<file path="src/rtl/alu_seq_core_if.sv">
// alu_seq_core_if: operand/control inputs and result/flag/LED outputs of alu_seq_core
interface alu_seq_core_if #(parameter int WIDTH = 32);
    logic             start, busy, done;
    logic [3:0]       ALU_OP;
    logic [WIDTH-1:0] A, B, F, F_HI;
    logic [2:0]       F_LED_SW;
    logic             ZF, CF, OF, SF;
    logic [7:0]       LED;
    modport master(output start, ALU_OP, A, B, F_LED_SW,
                   input busy, done, F, F_HI, ZF, CF, OF, SF, LED);
    modport slave(input start, ALU_OP, A, B, F_LED_SW,
                  output busy, done, F, F_HI, ZF, CF, OF, SF, LED);
endinterface

</file>
<file path="src/rtl/alu_seq_core.sv">
// alu_seq_core: multi-cycle ALU with latched operands, iterative unsigned multiply,
// status flags, start/busy/done handshake and an LED byte-view mux
module alu_seq_core #(parameter int WIDTH = 32) (
    input logic clk,
    input logic rst,
    alu_seq_core_if.slave bus
);
    localparam int SW = $clog2(WIDTH);
    localparam int CW = $clog2(WIDTH + 1);
    typedef enum logic [1:0] {IDLE, CALC, MUL, DONE} state_t;
    state_t           state, state_n;
    logic [3:0]       op;
    logic [WIDTH-1:0] a, b, ph, pl, res, mh, ml;
    logic [CW-1:0]    cnt;
    logic [WIDTH:0]   sum, dif, ps;
    logic             cf_c, of_c, accept, last;
    logic [63:0]      fx, hx;

    assign accept = (state == IDLE || state == DONE) && bus.start;
    assign last   = cnt == CW'(1);

    always_ff @(posedge clk) state <= rst ? IDLE : state_n;

    always_comb begin
        state_n = state;
        if (state == IDLE || state == DONE)
            state_n = bus.start ? (bus.ALU_OP == 4'b1000 ? MUL : CALC) : IDLE;
        else if (state == CALC || last)
            state_n = DONE;
    end

    assign sum = {1'b0, a} + {1'b0, b};
    assign dif = {1'b0, a} - {1'b0, b};
    // One shift-add step: high half accumulates A when the low multiplier bit is set
    assign ps  = {1'b0, ph} + (pl[0] ? {1'b0, a} : '0);
    assign mh  = ps[WIDTH:1];
    assign ml  = {ps[0], pl[WIDTH-1:1]};

    always_comb begin
        res  = op[3]         ? '0 :
               op[2:0] == 0  ? a & b :
               op[2:0] == 1  ? a | b :
               op[2:0] == 2  ? a ^ b :
               op[2:0] == 3  ? ~(a | b) :
               op[2:0] == 4  ? sum[WIDTH-1:0] :
               op[2:0] == 5  ? dif[WIDTH-1:0] :
               op[2:0] == 6  ? WIDTH'($signed(a) < $signed(b)) :
                               a << b[SW-1:0];
        cf_c = op == 4'd4 ? sum[WIDTH] : op == 4'd5 ? dif[WIDTH] : 1'b0;
        of_c = op == 4'd4 ? (a[WIDTH-1] == b[WIDTH-1]) && (sum[WIDTH-1] != a[WIDTH-1]) :
               op == 4'd5 ? (a[WIDTH-1] != b[WIDTH-1]) && (dif[WIDTH-1] != a[WIDTH-1]) : 1'b0;
    end

    always_ff @(posedge clk) begin
        if (rst) begin
            {bus.F, bus.F_HI, bus.ZF, bus.CF, bus.OF, bus.SF} <= '0;
            {a, b, op, ph, pl, cnt} <= '0;
        end else begin
            if (accept) begin
                a   <= bus.A;
                b   <= bus.B;
                op  <= bus.ALU_OP;
                cnt <= CW'(WIDTH);
                ph  <= '0;
                pl  <= bus.B;
            end
            if (state == CALC) begin
                bus.F    <= res;
                bus.F_HI <= '0;
                bus.ZF   <= res == '0;
                bus.CF   <= cf_c;
                bus.OF   <= of_c;
                bus.SF   <= res[WIDTH-1];
            end
            if (state == MUL) begin
                ph  <= mh;
                pl  <= ml;
                cnt <= cnt - 1'b1;
                if (last) begin
                    bus.F    <= ml;
                    bus.F_HI <= mh;
                    bus.ZF   <= {mh, ml} == '0;
                    bus.CF   <= |mh;
                    bus.OF   <= |mh;
                    bus.SF   <= mh[WIDTH-1];
                end
            end
        end
    end

    assign bus.busy = state == CALC || state == MUL;
    assign bus.done = state == DONE;
    // Zero-extend to 64 bits so byte selects beyond WIDTH/8 naturally read 0
    assign fx = 64'(bus.F);
    assign hx = 64'(bus.F_HI);
    assign bus.LED = bus.F_LED_SW == 3'b111 ? {4'b0, bus.ZF, bus.CF, bus.OF, bus.SF} :
                     bus.F_LED_SW[2]        ? 8'(hx >> {bus.F_LED_SW[1:0], 3'b000}) :
                                              8'(fx >> {bus.F_LED_SW[1:0], 3'b000});
endmodule

</file>
<file path="src/flat_wrapper.sv">
// flat-port wrapper written by rule: the top's interface ports become plain ports
module alu_seq_core_flat 
#(parameter int WIDTH = 32)
  (clk, rst, bus_start, bus_ALU_OP, bus_A, bus_B, bus_F_LED_SW, bus_busy, bus_done, bus_F, bus_F_HI, bus_ZF, bus_CF, bus_OF, bus_SF, bus_LED);
  alu_seq_core_if #(.WIDTH(WIDTH)) bus_i ();
  input logic clk;
  input logic rst;
  input wire logic [$bits(bus_i.start)-1:0] bus_start;
  input wire logic [$bits(bus_i.ALU_OP)-1:0] bus_ALU_OP;
  input wire logic [$bits(bus_i.A)-1:0] bus_A;
  input wire logic [$bits(bus_i.B)-1:0] bus_B;
  input wire logic [$bits(bus_i.F_LED_SW)-1:0] bus_F_LED_SW;
  output wire logic [$bits(bus_i.busy)-1:0] bus_busy;
  output wire logic [$bits(bus_i.done)-1:0] bus_done;
  output wire logic [$bits(bus_i.F)-1:0] bus_F;
  output wire logic [$bits(bus_i.F_HI)-1:0] bus_F_HI;
  output wire logic [$bits(bus_i.ZF)-1:0] bus_ZF;
  output wire logic [$bits(bus_i.CF)-1:0] bus_CF;
  output wire logic [$bits(bus_i.OF)-1:0] bus_OF;
  output wire logic [$bits(bus_i.SF)-1:0] bus_SF;
  output wire logic [$bits(bus_i.LED)-1:0] bus_LED;
  assign bus_i.start = bus_start;
  assign bus_i.ALU_OP = bus_ALU_OP;
  assign bus_i.A = bus_A;
  assign bus_i.B = bus_B;
  assign bus_i.F_LED_SW = bus_F_LED_SW;
  assign bus_busy = bus_i.busy;
  assign bus_done = bus_i.done;
  assign bus_F = bus_i.F;
  assign bus_F_HI = bus_i.F_HI;
  assign bus_ZF = bus_i.ZF;
  assign bus_CF = bus_i.CF;
  assign bus_OF = bus_i.OF;
  assign bus_SF = bus_i.SF;
  assign bus_LED = bus_i.LED;
  alu_seq_core #(.WIDTH(WIDTH)) u_core (.clk(clk), .rst(rst), .bus(bus_i));
endmodule
</file>
<file path="config.mk">
export PLATFORM = sky130hd
export DESIGN_NAME = alu_seq_core_flat
export DESIGN_NICKNAME = d
export VERILOG_FILES = /design/src/rtl/alu_seq_core_if.sv /design/src/rtl/alu_seq_core.sv /design/src/flat_wrapper.sv
export SDC_FILE = /design/constraint.sdc
export NUM_CORES = 1
export LEC_CHECK = 0
export ABC_AREA = 1
export BUFFER_PORTS_ARGS = -buffer_cell sky130_fd_sc_hd__buf_2
export CAP_MARGIN = 0
export CORE_ASPECT_RATIO = 0.7
export CORE_MARGIN = 2
export CORE_UTILIZATION = 38
export CTS_CLUSTER_SIZE = 12
export DETAILED_ROUTE_END_ITERATION = 8
export PLACE_DENSITY_LB_ADDON = 0.15
export SYNTH_ARGS = -nofsm -noshare
export SYNTH_HDL_FRONTEND = slang
export SYNTH_SLANG_ARGS = --single-unit
</file>
<file path="constraint.sdc">
create_clock -name clk -period 3.36 [get_ports clk]
set_input_delay 0.168 -clock clk [delete_from_list [all_inputs] [get_ports clk]]
set_output_delay 0.168 -clock clk [all_outputs]
set_load 0.02 [all_outputs]
</file>
==> Word-level counts from Yosys, hierarchy flattened <==
Index checks and enable logic that the tools add are counted.
W data, S select, Z words.
{ "op_classes": {"magnitude_cmp": 1, "mux": 43, "addsub": 4, "bitwise_logic": 4, "reduce_logical": 13, "n_eq_ne": 18, "shift": 3} }
{ "op_table": {"columns": ["operator", "count"], "rows": [
  ["$mux W32", 19],
  ["$logic_not A64 Y1", 1],
  ["$shr A32 B5 Y8", 2],
  ["$add A32 B32 Y33", 1],
  ["$add A32 B33 Y33", 1],
  ["$sub A32 B32 Y33", 1],
  ["$and A32 B32 Y32", 1],
  ["$logic_not A32 Y1", 1],
  ["$lt A32 B32 Y1", 1],
  ["$not A32 Y32", 1],
  ["$or A32 B32 Y32", 1],
  ["$reduce_or A32 Y1", 1],
  ["$shl A32 B5 Y32", 1],
  ["$xor A32 B32 Y32", 1],
  ["$mux W1", 16],
  ["$mux W8", 2],
  ["$eq A3 B3 Y1 const B", 4],
  ["$mux W6", 2],
  ["$eq A4 B3 Y1 const B", 2],
  ["$mux W2", 4],
  ["$eq A3 B2 Y1 const B", 2],
  ["$eq A6 B1 Y1 const B", 1],
  ["$sub A6 B1 Y6 const B", 1],
  ["$eq A2 B2 Y1 const B", 2],
  ["10 further kinds", 17]
]} }
{ "word_totals": {"wordCells": 99, "ff_bits": 208, "out_inout_bits": 78, "input_bits": 74} }

==> Logic depth before layout (Yosys ltp) <==
Gate-level depths: netlist (run 1).
{ "depth": {"word_depth": 13, "mapped_depth": 29} }

==> Least setup slack after synthesis (run 1) <==
OpenSTA, ideal clock, no wires.
{ "synth_path": {"kind": "reg2reg", "start": "register u_core.b[2]", "end": "register u_core.bus.ZF", "stages_incl_launch_ff": 27, "path_buffers": 3, "arrival_ns": 2.776, "slack_ns": 0.514, "setup_time_ns": 0.070, "required_ns": 3.290, "path_cell_list": "dfxtp_1 > buf_2 > inv_1 > clkbuf_1 > ha_1 > buf_4 > a21oi_1 > nand2_1 > nand2_1 > nand3_1 > nand2_1 > nand3_1 > nand2_1 > nand3_1 > nand2_1 > inv_1 > nand2_1 > nand2_1 > nand2_1 > nand2_1 > nand2_1 > nand2_1 > nor2_1 > nand3_1 > nor2_1 > nand2_1 > a21oi_1"} }
{ "synth_via": {"elab_chain_cells": 13} }
{ "synth_rtl": {"columns": ["element", "line_no", "rtl"], "rows": [
  ["from (decl)", "alu_seq_core.sv:13", "logic [WIDTH-1:0] a, b, ph, pl, res, mh, ml;"],
  ["from (signal assigned)", "alu_seq_core.sv:61", "b <= bus.B;"],
  ["$lt A32 B32 Y1 or $shl A32 B5 Y32 (tied branches)", "alu_seq_core.sv:47, alu_seq_core.sv:48", null],
  ["$mux W32", "alu_seq_core.sv:47", "op[2:0] == 6 ? WIDTH'($signed(a) < $signed(b)) :"],
  ["$mux W32", "alu_seq_core.sv:46", "op[2:0] == 5 ? dif[WIDTH-1:0] :"],
  ["$mux W32", "alu_seq_core.sv:45", "op[2:0] == 4 ? sum[WIDTH-1:0] :"],
  ["$mux W32", "alu_seq_core.sv:44", "op[2:0] == 3 ? ~(a | b) :"],
  ["$mux W32", "alu_seq_core.sv:43", "op[2:0] == 2 ? a ^ b :"],
  ["$mux W32", "alu_seq_core.sv:42", "op[2:0] == 1 ? a | b :"],
  ["$mux W32 *", "alu_seq_core.sv:41", "op[2:0] == 0 ? a & b :"],
  ["$mux W32 *", "alu_seq_core.sv:40", "res = op[3] ? '0 :"],
  ["$logic_not A32 Y1 *", "alu_seq_core.sv:70", "bus.ZF <= res == '0;"],
  ["$mux W1 *", "alu_seq_core.sv:67", "if (state == CALC) begin"],
  ["$mux W1", "alu_seq_core.sv:79", "if (last) begin"],
  ["$mux W1 *", "alu_seq_core.sv:75", "if (state == MUL) begin"],
  ["to (signal assigned)", "alu_seq_core.sv:56", "{bus.F, bus.F_HI, bus.ZF, bus.CF, bus.OF, bus.SF} <= '0;"],
  ["to (signal assigned)", "alu_seq_core.sv:70", null],
  ["to (signal assigned)", "alu_seq_core.sv:82", "bus.ZF <= {mh, ml} == '0;"],
  ["to (decl)", "alu_seq_core_if.sv:12", "output busy, done, F, F_HI, ZF, CF, OF, SF, LED);"]
]} }
Mark *: on every way between the ends. The rest lies on a longest branch, timed or not.
A chain may end at the register's enable or synchronous reset.

==> Worst setup path in the final report (run 1) <==
{ "layout_path": {"start": "register u_core.b[23]", "end": "register u_core.bus.ZF"} }
{ "layout_via": {"elab_chain_cells": 13} }
{ "layout_rtl": {"columns": ["element", "line_no"], "rows": [
  ["$lt A32 B32 Y1", "alu_seq_core.sv:47"],
  ["$mux W32", "alu_seq_core.sv:47"],
  ["$mux W32", "alu_seq_core.sv:46"],
  ["$mux W32", "alu_seq_core.sv:45"],
  ["$mux W32", "alu_seq_core.sv:44"],
  ["$mux W32", "alu_seq_core.sv:43"],
  ["$mux W32", "alu_seq_core.sv:42"],
  ["$mux W32 *", "alu_seq_core.sv:41"],
  ["$mux W32 *", "alu_seq_core.sv:40"],
  ["$logic_not A32 Y1 *", "alu_seq_core.sv:70"],
  ["$mux W1 *", "alu_seq_core.sv:67"],
  ["$mux W1", "alu_seq_core.sv:79"],
  ["$mux W1 *", "alu_seq_core.sv:75"]
]} }
Marked as above.

==> results by group, run 1 <==
Setup path
  – WS Path Type: flip-flop to flip-flop
  – CP Max Fanout: 5
  – Crit path DAT: 3.67 ns
  – WP buf/inv: 3
  – Crit-path leading delay family: simple AND/OR/NAND/NOR gates
  – Setup crit start kind: flip-flop
  – Cell mode on critical path: nand2_1
  – Crit end category: flip-flop
  – CP max stage delay: 0.48 ns
  – R2r worst-path depth: 21
  – Stages on worst setup path: 21
  – CP max-delay cell: o21ai_0
  – Critical-path cell list: inv_1 -> ha_4 -> inv_1 -> nand2_1 -> o21ai_0 -> a21oi_1 -> nand4_1 -> nand3_1 -> nand2_1 -> nand2_1 -> nand3_1 -> nand2_1 -> nand2_1 -> nand2_1 -> nand2_1 -> nand2_1 -> inv_2 -> nand2_1 -> nor2_1 -> nand2_1 -> a21oi_1
  – Worst EP required: 3.82 ns

Yosys
  – YS warnings: 0
  – Distinct cells, synth: 52
  – Seq cells post-synth: between 200 and 250
  – Yosys top cell area share: 0.214
  – Sequential fraction of the synthesis area: 0.214
  – Cells after synthesis: 3372
  – Syn nets: 3583
  – Post-Syn Area per Cell: 5.78 sq um
  – Synth Cell Area: 0.0195 sq mm
  – Area leader, netlist: dfxtp_1
  – Top cells by area, synth: dfxtp_1 21%, nand2_1 19%, a21oi_1 9.2%

Route
  – Residual DRC: 0
  – Drt pass-1 iters: 6
  – DR iter-0 viols: 3142
  – Routed Antenna Nets: 0
  – Vias per cell: 5.48
  – Via count: 24.5k
  – Final Routed Wirelength: 96.2 mm
  – Wire per inst: roughly 22 um

STA
  – Clk_skew: 0.0404 ns
  – Fin crit share: 0.955
  – Min Tclk post-route: 3.21 ns
  – Hold Fails Final Rpt: 0
  – Worst rel slew slack: 0.390
  – Final WS setup: 0.151 ns
  – Hold WS: between 0.02 and 0.025 ns
  – Worst Tran Pin Value: 0.906 ns
  – Fmax: 312 MHz
  – Final setup fails: 0
  – Slew Limit Fails: 0

Placed design
  – DP HPWL: approximately 77 mm
  – Place WS: -0.228 ns
  – GPL Wtd Cong: 1.04
  – Dpl cell area: 0.0231 sq mm
  – PortBufs: 151

Global route
  – Gr usage total: 0.348
  – Congestion Overflow GR: 0
  – Vias in the first global route: 22.1k
  – First-pass GRT wire length: 141 mm
  – Pin count of the biggest net entering global routing: 60
  – Initial antenna violation count: 0

Power and ir drop
  – Worst vdd ir: 545 uV
  – Total power: 22500 uW
  – PD cells: 895 mW/mm^2
  – LEAKAGE: 0.0122 uW

Min path
  – Worst Hold Class: primary input to flip-flop
  – Hold path depth: 3

Clock network
  – CTS buffer count: 23
  – Clock latency on the worst-skew pair: ~0.56 ns
  – Clk slew on worst S/H paths: 0.07 ns
  – CTS tree: done
  – Htree depth: 1
  – Root Driver: clkbuf_16
  – Maximum clock path buffer count: 3
  – Total clock sinks: 208

Floorplan
  – Core Rows: 69
  – Core area: 0.0507 sq mm
  – Starting density of the core: 0.384
  – Die Area: 0.0531 sq mm
  – Chip Width: 275 um
  – I/O pins: between 150 and 200
  – Die height: 193 um

Cells and area
  – Synthesis-to-finish area growth: 28.9%
  – Share of cells above drive strength 1: 0.194
  – Design area: 0.0251 sq mm
  – Core Util, Final: 0.495
  – Final net count: 3997

Job
  – Max Cap Viol: 0

Outcome
  – Status: finished clean
-- cells in the mapped netlist, drive strengths merged --
cell type,number
and2,2
a221oi,21
fa,3
o211ai,16
nand3,346
ha,134
o21a,4
a21boi,4
a21oi,363
nand3b,4
nor2,254
buf,62
clkinv,4
inv,395
o2111ai,1
clkbuf,119
xnor2,8
a22o,1
o21ai,228
a31o,1
a211oi,12
o311ai,2
dfxtp,208
nand2,993
o22ai,2
o21bai,14
a21o,7
o221ai,4
o31a,1
xor2,24
or2,9
a2111oi,2
nor4,12
a31oi,36
o311a,1
nor3,33
nand4,41
o31ai,1
-- final cells by class --
cell class | count | area, sq um
clock buffer | 31 | 656
timing repair buffer | 570 | 4170
antenna | 2 | 5.00
inverter | 399 | 1500
sequential | 208 | 4190
clock inverter | 5 | 61.3
tap | 674 | 843
fill | 5447 | 25600
multi-input combinational | 2584 | 13700
-- repair_timing --
action / 4_1_cts / 5_1_grt
pin swaps: 0 / 17
buffers inserted: 0 / 5
resized for setup: 9 / 154
endpoints found under the setup margin: 5 / 23
endpoints found under the hold margin: 88 / 0
hold buffers: 56 / 0
gates cloned: 0 / 1
-- per-layer routing --
layer	GRT usage	share of wire	up-vias
met4	0.0672	0.022	0
met5	0	0	-
met3	0.0703	0.10	101
met2	0.490	0.40	1189
met1	0.538	0.48	11336
li1	-	-	11897
-- state kept, by name (all words and copies together), names as in the netlist, 2 cells and up --
name	count
u_core.pl	32
u_core.op	4
u_core.bus.F_HI	32
u_core.cnt	6
u_core.bus.F	32
u_core.a	32
u_core.b	32
u_core.ph	32
u_core.state	2
-- cell families after synthesis --
logic type	count (synthesis)	synth area share
compound gates	721	0.202
fa+ha+maj	137	0.0891
flops	208	0.214
xor+xnor	32	0.0144
buf+inv	580	0.118
simple gates	1694	0.363
-- stage by stage --
stage          cells  TNS [ns]
3_3_place_gp    4373    -0.578
4_1_cts         4465         0
6_report        4473         0
2_1_floorplan   3372         0
3_5_place_dp    4373    -0.576
5_1_grt         4471   -0.0477
-- cell usage in the layout (no fill, tap or decap), types with 5 or more instances in the layout --
cell type and instances:
dlygate4sd3_1 56, nor2_4 9, dfxtp_2 5, nor3_2 5, o211ai_1 16, buf_4 354, nand3_2 11, nor2_1 220
nand3_1 332, clkbuf_8 5, o21bai_1 11, o21ai_0 204, nand2_2 24, ha_4 14, buf_12 9, nor3_1 24
a31oi_1 36, o21ai_1 20, nand4_1 41, nor4_1 11, dfxtp_1 199, buf_2 150, xor2_1 24, a211oi_1 12
a21o_1 7, clkbuf_16 24, inv_2 30, a21oi_2 12, or2_2 7, nor2_2 25, xnor2_1 7, a221oi_1 20
ha_1 110, ha_2 10, nand2_1 967, a21oi_1 348, inv_1 363
-- worst reg2reg max path, stage by stage (launching register included) --
cell	delay, ns
dfxtp_1	0.41
inv_1	0.12
ha_4	0.29
inv_1	0.21
nand2_1	0.15
o21ai_0	0.48
a21oi_1	0.15
nand4_1	0.13
nand3_1	0.08
nand2_1	0.08
nand2_1	0.08
nand3_1	0.20
nand2_1	0.08
nand2_1	0.07
nand2_1	0.05
nand2_1	0.09
nand2_1	0.08
inv_2	0.06
nand2_1	0.07
nor2_1	0.10
nand2_1	0.06
a21oi_1	0.11
-- worst paths after layout --
check                            from             endpoint  slack, ns
setup / recovery         u_core.b[23]        u_core.bus.ZF       0.15
hold / removal               bus_A[8]          u_core.a[8]       0.02
setup reg to reg         u_core.b[23]        u_core.bus.ZF       0.15
hold reg to reg   u_core.bus.F_HI[24]  u_core.bus.F_HI[24]       0.46
-- where the power goes --
group	switching, uW	internal, uW	leakage, uW
Combinational	10700	5690	0.0101
Sequential	534	3040	0.00170
Clock	1120	1430	0.000354
No activity file was read; power rests on OpenSTA's default activity.
==> inputs of run 2 (changes only) <==
==> constraint.sdc (replaced) <==
create_clock -name clk -period 3.3 [get_ports clk]
set_input_delay 0.165 -clock clk [delete_from_list [all_inputs] [get_ports clk]]
set_output_delay 0.165 -clock clk [all_outputs]
set_load 0.05 [all_outputs]
==> run 2 against run 1 <==
  * The run now ends with negative hold slack left
  * Highest routed layer unchanged
  * Via count fell by 0.54%
  * Routed wire length fell by 0.74%
  * Core utilization fell by 0.90 points
  * Combinational power rose by 4%
  * Final cell count fell by 0.65%
  * Sequential power barely moved
  * Non-clock buffer count fell by 29
==> results by group, run 2 (synthesized netlist as in run 1, its figures left out) <==
Setup path
  – Crit path DAT: 3.62 ns (-0.05 ns)
  – WS Path Type: flip-flop to flip-flop
  – CP max stage delay: 0.36 ns (-0.12 ns)
  – Cell mode on critical path: nand2_1
  – Flop2flop setup slack: 0.15 ns (about the same)
  – Setup crit start kind: flip-flop
  – R2R Path End: u_core.bus.ZF
  – Crit end category: flip-flop
  – R2r worst-path depth: 24 (+14%)
  – Worst EP required: 3.77 ns (-0.05 ns)
  – CP Max Fanout: 4 (-1)
  – RR Startpoint: u_core.b[23]
  – Critical-path cell list: inv_1 -> ha_2 -> inv_1 -> buf_4 -> nand2_1 -> nor2_4 -> nand2_1 -> nor2_1 -> nand2_1 -> nand4_1 -> nand3_1 -> nand2_1 -> nand2_1 -> nand3_1 -> nand2_1 -> nand2_1 -> nand2_1 -> nand2_1 -> nand2_1 -> inv_2 -> nand2_1 -> nor2_1 -> nand2_1 -> a21oi_1
  – CP max-delay cell: dfxtp_1

Global route
  – Met3 Track Usage GR: 0.0670 (-0.00323)
  – Vias in the first global route: 21.8k (-1.4%)
  – Gr usage total: 0.347 (-0.00129)
  – GR Layer Usage met2: 0.482 (-0.00774)
  – GRT busiest layer: met1
  – Initial antenna violation count: 0 (unchanged)
  – Congestion Overflow GR: 0 (unchanged)
  – Pin count of the biggest net entering global routing: 72 (+20%)
  – M1 GR Usage: 0.544 (+0.00585)
  – First-pass GRT wire length: 140 mm (-0.33%)

Route
  – Residual DRC: 0 (unchanged)
  – Final Routed Wirelength: 95.5 mm (-0.74%)
  – Drt pass-1 iters: 6 (unchanged)
  – Via count: 24.4k (-0.54%)
  – Routed Antenna Nets: 0 (unchanged)
  – DR iter-0 viols: 3098 (-1.4%)
  – Vias per cell: 5.49 (+0.11%)
  – Wire per inst: 21.5 um (about the same)

STA
  – Slew Limit Fails: 0 (unchanged)
  – Min Tclk post-route: 3.15 ns (-0.0553 ns)
  – Fmax: 317 MHz (+1.8%)
  – Hold Fails Final Rpt: 1 (+1)
  – Worst Tran Pin Value: 0.884 ns (-0.0220 ns)
  – Clk_skew: 0.0248 ns (-0.0156 ns)
  – Hold WS: -0.0122 ns (-0.0351 ns)
  – Worst rel slew slack: 0.404 (+0.0148)
  – Fin crit share: 0.956 (about the same)
  – Final WS setup: 0.146 ns (-0.00468 ns)
  – Final setup fails: 0 (unchanged)

Min path
  – Worst hold path startpoint: bus_A[3]
  – Hold path depth: 3 (unchanged)
  – Hold Crit Endpoint: u_core.a[3]
  – Worst Hold Class: primary input to flip-flop

Outcome
  – Failing checks: negative hold slack
  – Status: finished with violations

Cells and area
  – Diode count: 0 (-2)
  – Synthesis-to-finish area growth: 26.5%
  – Most frequent cells in the layout: 973 x nand2_1, 362 x inv_1, 347 x a21oi_1, 332 x nand3_1, 324 x buf_4
  – Most common library cell in the layout ignoring fill and taps: nand2_1
  – Share of cells above drive strength 1: 0.181 (-0.0121)
  – Core Util, Final: 0.486 (-0.00896)
  – Final net count: 3968 (-0.73%)
  – Fill count: 5458 (+0.20%)

Clock network
  – Maximum clock path buffer count: 3 (unchanged)
  – Root Driver: clkbuf_16
  – Htree depth: 1 (unchanged)
  – CTS buffer count: 23 (unchanged)
  – CTS tree: done
  – Total clock sinks: 208 (unchanged)
  – Clock latency on the worst-skew pair: 0.55 ns (about the same)
  – Clk slew on worst S/H paths: 0.07 ns (about the same)

Placed design
  – PortBufs: 151 (unchanged)
  – Place WS: -0.249 ns (-0.0215 ns)
  – GPL Wtd Cong: 1.01 (-3.1%)
  – DP HPWL: 76.3 mm (-0.44%)

Floorplan
  – Core area: 0.0507 sq mm (unchanged)
  – Die Area: 0.0531 sq mm (unchanged)
  – Core Rows: 69 (unchanged)
  – Die height: 193 um (unchanged)
  – Starting density of the core: 0.384 (unchanged)
  – I/O pins: 152 (unchanged)
  – Chip Width: 275 um (unchanged)

Power and ir drop
  – LEAKAGE: 0.0120 uW (-1.6%)
  – Sequential share of power: 0.157 (-0.002)
  – Switch share: 0.562 (+0.0145)
  – Switching pwr: 12900 uW (+4.9%)
  – Clock network fraction of design power: 0.108 (-0.006)
  – Logic pwr share: 0.735 (+0.008)
  – PD cells: 932 mW/mm^2 (+4.1%)
  – Worst vdd ir: 579 uV (+6.3%)
  – Int Power: 10000 uW (-1.1%)

Job
  – Max Cap Viol: 0 (unchanged)
==> run 2: through the flow <==
stage / instance area, sq um / TNS, ns / power [uW] / cells
3_3_place_gp: 22900 / -0.510 / 19600 / 4344
4_1_cts: 24200 / 0 / 22100 / 4440
6_report: 24700 / 0 / 23000 / 4444
5_1_grt: 24700 / -0.0305 / 24400 / 4444
3_5_place_dp: 22900 / -0.539 / 19500 / 4344
2_1_floorplan: 19500 / 0 / 12700 / 3372
==> run 2: area by class of cell <==
type / count / area [sq um] / area share
inverters: 399 / 1500 / 0.0609
clock inverters: 6 / 40.0 / 0.00162
repair buffers: 541 / 3940 / 0.160
clock buffers: 32 / 639 / 0.0259
well taps: 674 / 843 / 0.0342
multi-input cells: 2584 / 13500 / 0.548
flip-flops and latches: 208 / 4170 / 0.169
==> run 2: power groups by stage <==
stage | registers (uW) | logic, uW | clock network [uW]
floorplan | 4220 | 8460 | 0
global placement | 3630 | 16000 | 0
detailed placement | 3630 | 15900 | 0
CTS | 3580 | 16000 | 2500
global route | 3660 | 18200 | 2600
finish | 3600 | 16900 | 2480
==> run 2: repair_timing <==
item | 4_1_cts | 5_1_grt
hold buffers | 58 | 0
endpoints found under the hold margin | 90 | 0
pin swaps | 0 | 13
gates resized for setup | 9 | 121
buffers inserted | 0 | 4
setup endpoints to repair | 3 | 18
==> run 2: how the worst max path moves through the flow <==
stage	startpoint	endpoint	slack [ns]	cells after the start
4_1_cts	u_core.a[0]	u_core.bus.ZF	0.005	22
3_5_place_dp	u_core.a[9]	u_core.bus.CF	-0.25	17
5_1_grt	u_core.b[5]	u_core.bus.ZF	-0.02	27
6_report	u_core.b[23]	u_core.bus.ZF	0.15	24
2_1_floorplan	u_core.b[2]	u_core.bus.ZF	0.45	26
3_3_place_gp	u_core.a[9]	u_core.bus.CF	-0.25	17
==> run 2: layer usage <==
layer,wire [um],share of wire
met1,45900,0.48
met2,37700,0.40
met3,9790,0.10
met4,2050,0.021
met5,0,0
==> run 2: critical path, delay by kind of cell, from the launching register on <==
| kind | cells | cell delay, ns |
|---|---|---|
| AO/OA/AOI/OAI | 1 | 0.11 |
| flip-flops | 1 | 0.36 |
| adder cells (fa/ha/maj) | 1 | 0.34 |
| AND/OR/NAND/NOR | 18 | 1.88 |
| buffers and inverters | 4 | 0.37 |
